===== src/rtl/fifo_wr_arbiter.sv =====
// -----------------------------------------------------------------------------
// fifo_wr_arbiter
//
// Purpose:
//   Shares one FIFO write port between NREQ requesters. An idle arbiter picks
//   the next requester round-robin (starting after the last owner). The owner
//   then holds the write port for a burst of up to MAX_BURST beats. The burst
//   ends early if the owner drops req_valid. The burst stalls while the FIFO
//   reports full.
//
// Parameters:
//   NREQ       number of requesters
//   DWIDTH     data width
//   MAX_BURST  maximum beats per grant (1..255)
//
// Ports:
//   clk          in   single clock, rising edge
//   rst_n        in   asynchronous active-low reset
//   req_valid    in   [NREQ]          per-requester data valid
//   req_data     in   [NREQ*DWIDTH]   requester i at [i*DWIDTH +: DWIDTH]
//   req_ready    out  [NREQ]          beat accepted this cycle (owner only)
//   write        out                  FIFO write strobe
//   din          out  [DWIDTH]        FIFO write data (0 when idle)
//   full         in                   FIFO full, stalls the burst
//   almost_full  in                   FIFO almost full (see macro below)
//   grant        out  [NREQ]          one-hot current owner, 0 when idle
//   busy         out                  high while a grant is active
//
// Build option:
//   FIFO_ARB_AFULL_EN  when defined, no new grant is issued while almost_full
//                      is high. A burst that is already running continues and
//                      is limited only by full. When undefined, almost_full
//                      is ignored.
//
// State table:
//   S_IDLE  | no owner; arbitrate among valid requesters
//   S_GRANT | owner holds the write port for up to MAX_BURST beats
// -----------------------------------------------------------------------------
module fifo_wr_arbiter #(
  parameter int NREQ      = 4,
  parameter int DWIDTH    = 32,
  parameter int MAX_BURST = 4
) (
  input  logic                     clk,
  input  logic                     rst_n,
  input  logic [NREQ-1:0]          req_valid,
  input  logic [NREQ*DWIDTH-1:0]   req_data,
  output logic [NREQ-1:0]          req_ready,
  output logic                     write,
  output logic [DWIDTH-1:0]        din,
  input  logic                     full,
  input  logic                     almost_full,
  output logic [NREQ-1:0]          grant,
  output logic                     busy
);

  localparam int IW = (NREQ > 1) ? $clog2(NREQ) : 1;
  localparam logic [7:0]    LAST_BEAT  = 8'(MAX_BURST - 1);
  localparam logic [IW-1:0] LAST_INDEX = IW'(NREQ - 1);

  typedef enum logic {
    S_IDLE  = 1'b0,
    S_GRANT = 1'b1
  } state_t;

  state_t            r_state;
  state_t            w_state_nxt;

  logic [NREQ-1:0]   r_grant;
  logic [IW-1:0]     r_owner;
  logic [IW-1:0]     r_last_owner;
  logic [7:0]        r_beat_cnt;

  logic [DWIDTH-1:0] w_data_arr [NREQ];
  logic [IW-1:0]     w_pick_idx;
  logic              w_pick_found;
  int                w_rr_idx;
  logic              w_arb_block;
  logic              w_start;
  logic              w_owner_valid;
  logic              w_xfer;
  logic              w_end_burst;
  logic              w_release;

  // Unpack the flat data bus so the owner's word can be selected by index.
  for (genvar gi = 0; gi < NREQ; gi++) begin : g_unpack
    assign w_data_arr[gi] = req_data[gi*DWIDTH +: DWIDTH];
  end

`ifdef FIFO_ARB_AFULL_EN
  assign w_arb_block = almost_full;
`else
  logic w_unused_afull;
  assign w_unused_afull = almost_full;
  assign w_arb_block    = 1'b0;
`endif

  // Round-robin search: first valid requester at last_owner+1, +2, ...
  // Offset NREQ wraps back to the last owner itself. That makes it the
  // lowest priority, so it still gets the grant when it is the only one
  // requesting.
  always_comb begin
    w_pick_found = 1'b0;
    w_pick_idx   = '0;
    w_rr_idx     = 0;
    for (int k = 1; k <= NREQ; k++) begin
      w_rr_idx = (int'(r_last_owner) + k) % NREQ;
      if (!w_pick_found && req_valid[w_rr_idx[IW-1:0]]) begin
        w_pick_found = 1'b1;
        w_pick_idx   = w_rr_idx[IW-1:0];
      end
    end
  end

  assign w_owner_valid = req_valid[r_owner];
  assign w_start       = (r_state == S_IDLE) && w_pick_found && !w_arb_block;
  assign w_xfer        = (r_state == S_GRANT) && w_owner_valid && !full;
  assign w_end_burst   = w_xfer && (r_beat_cnt == LAST_BEAT);
  // Owner leaves on a dropped valid (even during a full stall) or on its last beat.
  assign w_release     = (r_state == S_GRANT) && (!w_owner_valid || w_end_burst);

  // FSM: state register
  always_ff @(posedge clk or negedge rst_n) begin
    if (!rst_n) begin
      r_state <= S_IDLE;
    end else begin
      r_state <= w_state_nxt;
    end
  end

  // FSM: next-state logic
  always_comb begin
    w_state_nxt = r_state;
    case (r_state)
      S_IDLE:  if (w_start)   w_state_nxt = S_GRANT;
      S_GRANT: if (w_release) w_state_nxt = S_IDLE;
      default: w_state_nxt = S_IDLE;
    endcase
  end

  // Owner, round-robin pointer and beat counter
  always_ff @(posedge clk or negedge rst_n) begin
    if (!rst_n) begin
      r_grant      <= '0;
      r_owner      <= '0;
      r_last_owner <= LAST_INDEX;
      r_beat_cnt   <= '0;
    end else if (w_start) begin
      r_grant    <= NREQ'(1) << w_pick_idx;
      r_owner    <= w_pick_idx;
      r_beat_cnt <= '0;
    end else if (w_release) begin
      r_grant      <= '0;
      r_last_owner <= r_owner;
      r_beat_cnt   <= '0;
    end else if (w_xfer) begin
      r_beat_cnt <= r_beat_cnt + 8'd1;
    end
  end

  // FSM: outputs. All outputs come straight from registered state and the
  // current inputs, so an asynchronous reset clears them at once.
  always_comb begin
    busy      = (r_state == S_GRANT);
    grant     = r_grant;
    write     = w_xfer;
    req_ready = w_xfer ? r_grant : '0;
    din       = (r_state == S_GRANT) ? w_data_arr[r_owner] : '0;
  end

endmodule


===== config.mk =====
export PLATFORM = sky130hd
export DESIGN_NAME = fifo_wr_arbiter
export DESIGN_NICKNAME = d
export VERILOG_FILES = /design/src/rtl/fifo_wr_arbiter.sv
export SDC_FILE = /design/constraint.sdc
export NUM_CORES = 1
export LEC_CHECK = 0
export CAP_MARGIN = 30
export CELL_PAD_IN_SITES_DETAIL_PLACEMENT = 0
export CELL_PAD_IN_SITES_GLOBAL_PLACEMENT = 2
export CORE_MARGIN = 3
export CORE_UTILIZATION = 16
export DETAILED_ROUTE_END_ITERATION = 7
export GPL_TIMING_DRIVEN = 0
export PLACE_DENSITY_LB_ADDON = 0.1
export SETUP_SLACK_MARGIN = 0.02
export SLEW_MARGIN = 40
export SYNTH_ARGS = -nofsm -noshare
export SYNTH_HDL_FRONTEND = slang
export SYNTH_SLANG_ARGS = --single-unit
export TNS_END_PERCENT = 20

===== constraint.sdc =====
create_clock -name clk -period 2.35 [get_ports clk]
set_clock_uncertainty 0.1 [all_clocks]
set_input_delay 0.47 -clock clk [delete_from_list [all_inputs] [get_ports clk]]
set_output_delay 0.47 -clock clk [all_outputs]
set_load 0.05 [all_outputs]

# [Word-level counts from Yosys, hierarchy flattened]
# Cells that the tools add are included.
[op_classes] addsub=5 n_lt_le_gt_ge=6 eq_ne=1 shift=1 n_mux=31 bitwise=3 n_reduce_logical=17
[op_table] operator="$mux 32" n=3
[op_table] operator="$bmux 32 s2" n=1
[op_table] operator="$mux 8" n=3
[op_table] operator="$lt 2x3->1 const B" n=5
[op_table] operator="$mux 4" n=3
[op_table] operator="$mux 1" n=11
[op_table] operator="$bmux 1 s2" n=5
[op_table] operator="$add 8x1->8 const B" n=1
[op_table] operator="$eq 8x2->1 const B" n=1
[op_table] operator="$logic_and 1x1->1" n=8
[op_table] operator="$mux 2" n=4
[op_table] operator="$logic_not 1->1" n=5
[op_table] operator="$add 2x1->2 const B" n=2
[op_table] operator="$add 2x2->2 const B" n=2
[op_table] operator="$shl 1x2->4 const A" n=1
[op_table] operator="$ge 3x3->1 const B" n=1
[op_table] operator="$not 2->3" n=1
[op_table] operator="$reduce_bool 3->1" n=1
[op_table] operator="$not 1->1" n=2
[op_table] operator="$pmux 1 s2" n=1
[op_table] operator="$reduce_and 2->1" n=1
[op_table] operator="$reduce_bool 2->1" n=1
[op_table] operator="$logic_or 1x1->1" n=1
[word_totals] ff_bits=17 out_inout_bits=42 word_cells=69

# [Longest topological paths before layout]
[depth] depth_word=16 mapped_depth=6

# [Worst setup path before layout]
# No wires, ideal clock.
[synth_timing] path_type="register to output" startpoint="register r_state, in the netlist busy" endpoint="output req_ready[2]" t_arrival_ns=1.826 required_ns=1.780 path_slack_ns=-0.046 path_stages_with_launch=5 path_cell_list="dfrtp_1 nor2b_1 clkbuf_1 nand2_4 nor2_1"
[synth_via] elab_chain_cells=3
[synth_rtl] element="start: declaration" line_no="66" rtl="state_t r_state;"
[synth_rtl] element="start signal: assignment" line_no="127" rtl="r_state <= w_state_nxt;"
[synth_rtl] element="$logic_and 1x1->1 (2 in a row)" line_no="117" rtl="assign w_xfer = (r_state == S_GRANT) && w_owner_valid && !full;"
[synth_rtl] element="$mux 4" line_no="167" rtl="req_ready = w_xfer ? r_grant : '0;"
[synth_rtl] element="end: declaration" line_no="48" rtl="output logic [NREQ-1:0] req_ready,"
# Every way passes these cells.

# [Worst setup path in the final report]
[layout_timing] startpoint="register r_owner[0]" endpoint="output din[2]"
[layout_via] elab_chain_cells=5
[layout_rtl] element="start: declaration" line_no="70" rtl="logic [IW-1:0] r_owner;"
[layout_rtl] element="start signal: assignment" line_no="150" rtl="r_owner <= w_pick_idx;"
[layout_rtl] element="$not 2->3 (not written as such)" line_no="168" rtl="din = (r_state == S_GRANT) ? w_data_arr[r_owner] : '0;"
[layout_rtl] element="$bmux 32 s2" line_no="168"
[layout_rtl] element="$mux 32 (not written as such) (2 in a row)" line_no="168"
[layout_rtl] element="$mux 32" line_no="168"
[layout_rtl] element="end: declaration" line_no="50" rtl="output logic [DWIDTH-1:0] din,"
# Every way passes these cells. The select of a mux whose other input is x is not followed.

==> Implementation_results.wiki <==
{| class="wikitable"
! Metric !! Value
|-
| Root buf cell || sky130_fd_sc_hd__clkbuf_16
|-
| Number of remaining DRC errors || 0
|-
| Pins Over Slew Limit || 0
|-
| Final GP Congestion || roughly 0.75
|-
| Clock transition at the register clock pins on the worst setup and hold paths after CTS || 0.05 ns
|-
| Peak fanout along the critical path || 10
|-
| Final non-filler cell area || 4190 um^2
|-
| Final period util || a little over nine tenths
|-
| # diodes || 0
|-
| Final Util || 36.2%
|-
| Total wirelength of the detailed-routed design || 9.26 mm
|-
| Main flop type after synthesis || sky130_fd_sc_hd__dfrtp_1
|-
| Count of final setup violators || 0
|-
| Achievable Freq || 0.432 GHz
|-
| Relative slew margins || 66.0%
|-
| Via-to-Cell Ratio || about 4.3
|-
| Clock latency reported for the late side of the worst-skew pair || 0.25 ns
|-
| Run status || finished, final reports clean
|-
| Transition at the pin with the smallest max-transition slack || approximately 0.5 ns
|-
| Worst EP arrival || 1.75 ns
|-
| Data required time of the critical path || 1.78 ns
|-
| Sequential-to-total area share from yosys stat || roughly 22%
|-
| Synthesized area per cell || 11.4 um^2
|-
| CTS max path bufs || 2
|-
| Fill count || 1,170
|-
| TritonCTS clock tree || built
|-
| Maxcap violations || 0
|-
| Kind of start point of the critical path || flop
|-
| Count of nets after finishing || 489
|-
| Drt wl/cell || 18.7 um
|-
| Remaining number of nets flagged by the antenna check after routing || 0
|-
| DR vias || 2,145
|-
| Final hold vios || 0
|-
| Initial cell density of the core || 16.5%
|-
| Std cell rows || 39
|-
| Share of flip-flops with an asynchronous set or reset after synthesis || 100%
|-
| Layout cell share with drive strength beyond 1 || 38.2%
|-
| Total number of clock tree sinks || 17
|-
| Met1 Use GR || 15.8%
|-
| Instance area after placement || 3850 um^2
|-
| Vertical die dimension || 115 um
|-
| Setup Total Neg Slack || 0 ns
|-
| Pin count of the biggest net entering global routing || 18
|-
| Worst Setup Slack, final || around 0.033 ns
|-
| Pre-Repair DR Iteration Count || 4
|-
| Die width || 115 um
|-
| Placement Setup Slack || -0.815 ns
|-
| Leakage component of the power || 1.69 nW
|-
| Busiest grt layer || met2
|-
| Worst min path class || in2async
|-
| H-tree level count || 1
|-
| Die area || 13,300 um^2
|-
| Top Ports || roughly 180
|-
| Kind of critical path || reg2out
|-
| Unrepaired setup endpoints after global routing || yes
|-
| Post-Synthesis Net Count || slightly above 300
|-
| Power density over the cells || 1290 nW/um^2
|-
| Number of enable flip-flop cells after synthesis || 0
|-
| Yosys warning count || 0
|-
| DRC marker count from the first detailed-route iteration || between 60 and 70
|-
| CTS Buf Count || 3
|-
| Area grow syn2layout || 119%
|-
| All-layer global routing usage || 13.0%
|-
| GR Overflow Total || 0
|-
| Top library cells by usage in the layout, fill and taps aside || sky130_fd_sc_hd__clkdlybuf4s50_1, sky130_fd_sc_hd__mux4_2, sky130_fd_sc_hd__and2_4
|-
| Met3 routing resource usage after global routing || 3.05%
|-
| Met2 demand-to-capacity share in global routing || between 20% and 30%
|-
| Count of input and output buffers || about 180
|-
| Post-synthesis register bit count || 17
|-
| Clock period minus final worst setup slack || 2.32 ns
|-
| Distinct cells, synth || 40
|-
| Mapped Cells || approximately 170
|-
| Setup crit end kind || output port
|-
| Vias in the first global route || roughly 2,200
|-
| Worst supply voltage drop on vdd || 0.000609 V
|-
| Antenna violations before repair || 0
|-
| Netlist area before placement || approximately 1900 um^2
|-
| Most frequent standard cell in the layout excluding fill and tap cells || sky130_fd_sc_hd__clkdlybuf4s50_1
|-
| Core area || 11,600 um^2
|-
| HPWL reported at the end of detailed placement || slightly below 8 mm
|-
| Global-route wire length before repair || 13.4 mm
|}
-- area by class of cell --
type | count | area, um^2 | share of cell area, %
Tap cell | 143 | 179 | 4.27
Inverter | 4 | 15.0 | 0.359
Sequential cell | 17 | 428 | 10.2
Clock buffer | 4 | 78.8 | 1.88
Buffer | 14 | 140 | 3.35
Multi-Input combinational cell | 132 | 1500 | 35.9
Timing Repair Buffer | 180 | 1840 | 44.1
-- timing repair --
action                                  4_1_cts  5_1_grt
hold buffers                                  0        0
resized for setup                           291       40
endpoints found under the setup margin       37       46
pin swaps                                     3        1
setup buffers                                 1        3
-- synth_stat cells, types with 2 or more instances --
master | n | area share, %
sky130_fd_sc_hd__or4b_1 | 2 | 1.0
sky130_fd_sc_hd__a21o_1 | 3 | 1.2
sky130_fd_sc_hd__and2_1 | 32 | 10
sky130_fd_sc_hd__clkbuf_1 | 7 | 1.4
sky130_fd_sc_hd__mux4_2 | 33 | 39
sky130_fd_sc_hd__nand2_1 | 4 | 0.79
sky130_fd_sc_hd__mux2_2 | 2 | 1.2
sky130_fd_sc_hd__and3_1 | 5 | 1.6
sky130_fd_sc_hd__nand4_1 | 2 | 0.65
sky130_fd_sc_hd__nor2_1 | 11 | 2.2
sky130_fd_sc_hd__nand2b_1 | 3 | 0.98
sky130_fd_sc_hd__buf_2 | 4 | 1.0
sky130_fd_sc_hd__dfstp_2 | 2 | 2.7
sky130_fd_sc_hd__a211o_1 | 2 | 0.92
sky130_fd_sc_hd__nand3_1 | 4 | 1.0
sky130_fd_sc_hd__dfrtp_1 | 15 | 20
sky130_fd_sc_hd__a21oi_1 | 5 | 1.3
sky130_fd_sc_hd__inv_1 | 4 | 0.79
sky130_fd_sc_hd__a32o_1 | 2 | 1.0
sky130_fd_sc_hd__xor2_1 | 5 | 2.3
-- layer usage --
metal / part of all wire, % / vias up / wire, um
met4: 0.25 / 0 / 23
met2: 53 / 92 / 4940
met5: 0 / - / 0
met3: 8.4 / 2 / 779
met1: 38 / 1038 / 3520
li1: - / 1013 / -
-- power by group --
part / switching (mW) / leakage [nW] / internal, mW
registers: 0.0855 / 0.220 / 0.391
clock network: 0.115 / 0.0382 / 0.230
logic: 2.42 / 1.43 / 2.15
total: 2.62 / 1.69 / 2.77
-- worst paths after layout --
check / start / endpoint / slack [ns] / cells after the start
setup / recovery: r_owner[0] / din[2] / 0.03 / 5
hold / removal: rst_n / r_beat_cnt[2] / 0.05 / 1
setup reg to reg: r_beat_cnt[0] / grant[2] / 0.18 / 6
hold reg to reg: grant[0] / grant[0] / 0.44 / 1
max in group asynchronous: rst_n / r_last_owner[1] / 1.78 / 1
min in group clk: grant[0] / grant[0] / 0.44 / 1
-- registers in the layout, indices dropped and copies added (netlist names) --
name / count
r_last_owner: 2
r_beat_cnt: 8
r_owner: 2
grant: 4
busy: 1
-- cells by family after synthesis --
logic type	share of synthesized area, %
XOR/XNOR	2.75
AO/OA/AOI/OAI	7.92
multiplexers	40.6
adder cells (fa/ha/maj)	0.654
flip-flops	22.4
buffers and inverters	4.25
AND/OR/NAND/NOR	21.5
-- metrics by stage --
step	instances	hold slack [ns]	power (mW)
final	494	0.0496	5.39
after detailed placement	486	0.328	4.44
after CTS	491	0.0650	5.22
after global routing	494	0.0826	5.68
after global placement	486	0.425	4.47
after floorplan	167	0.0744	3.15
-- worst max-delay path, stage by stage, from the launching register on --
cell and delay (ns):
sky130_fd_sc_hd__dfrtp_1 0.36, sky130_fd_sc_hd__buf_12 0.15, sky130_fd_sc_hd__buf_12 0.15, sky130_fd_sc_hd__mux4_2 0.52, sky130_fd_sc_hd__and2_4 0.17, sky130_fd_sc_hd__buf_6 0.14
(Power assumes the default switching activity.)
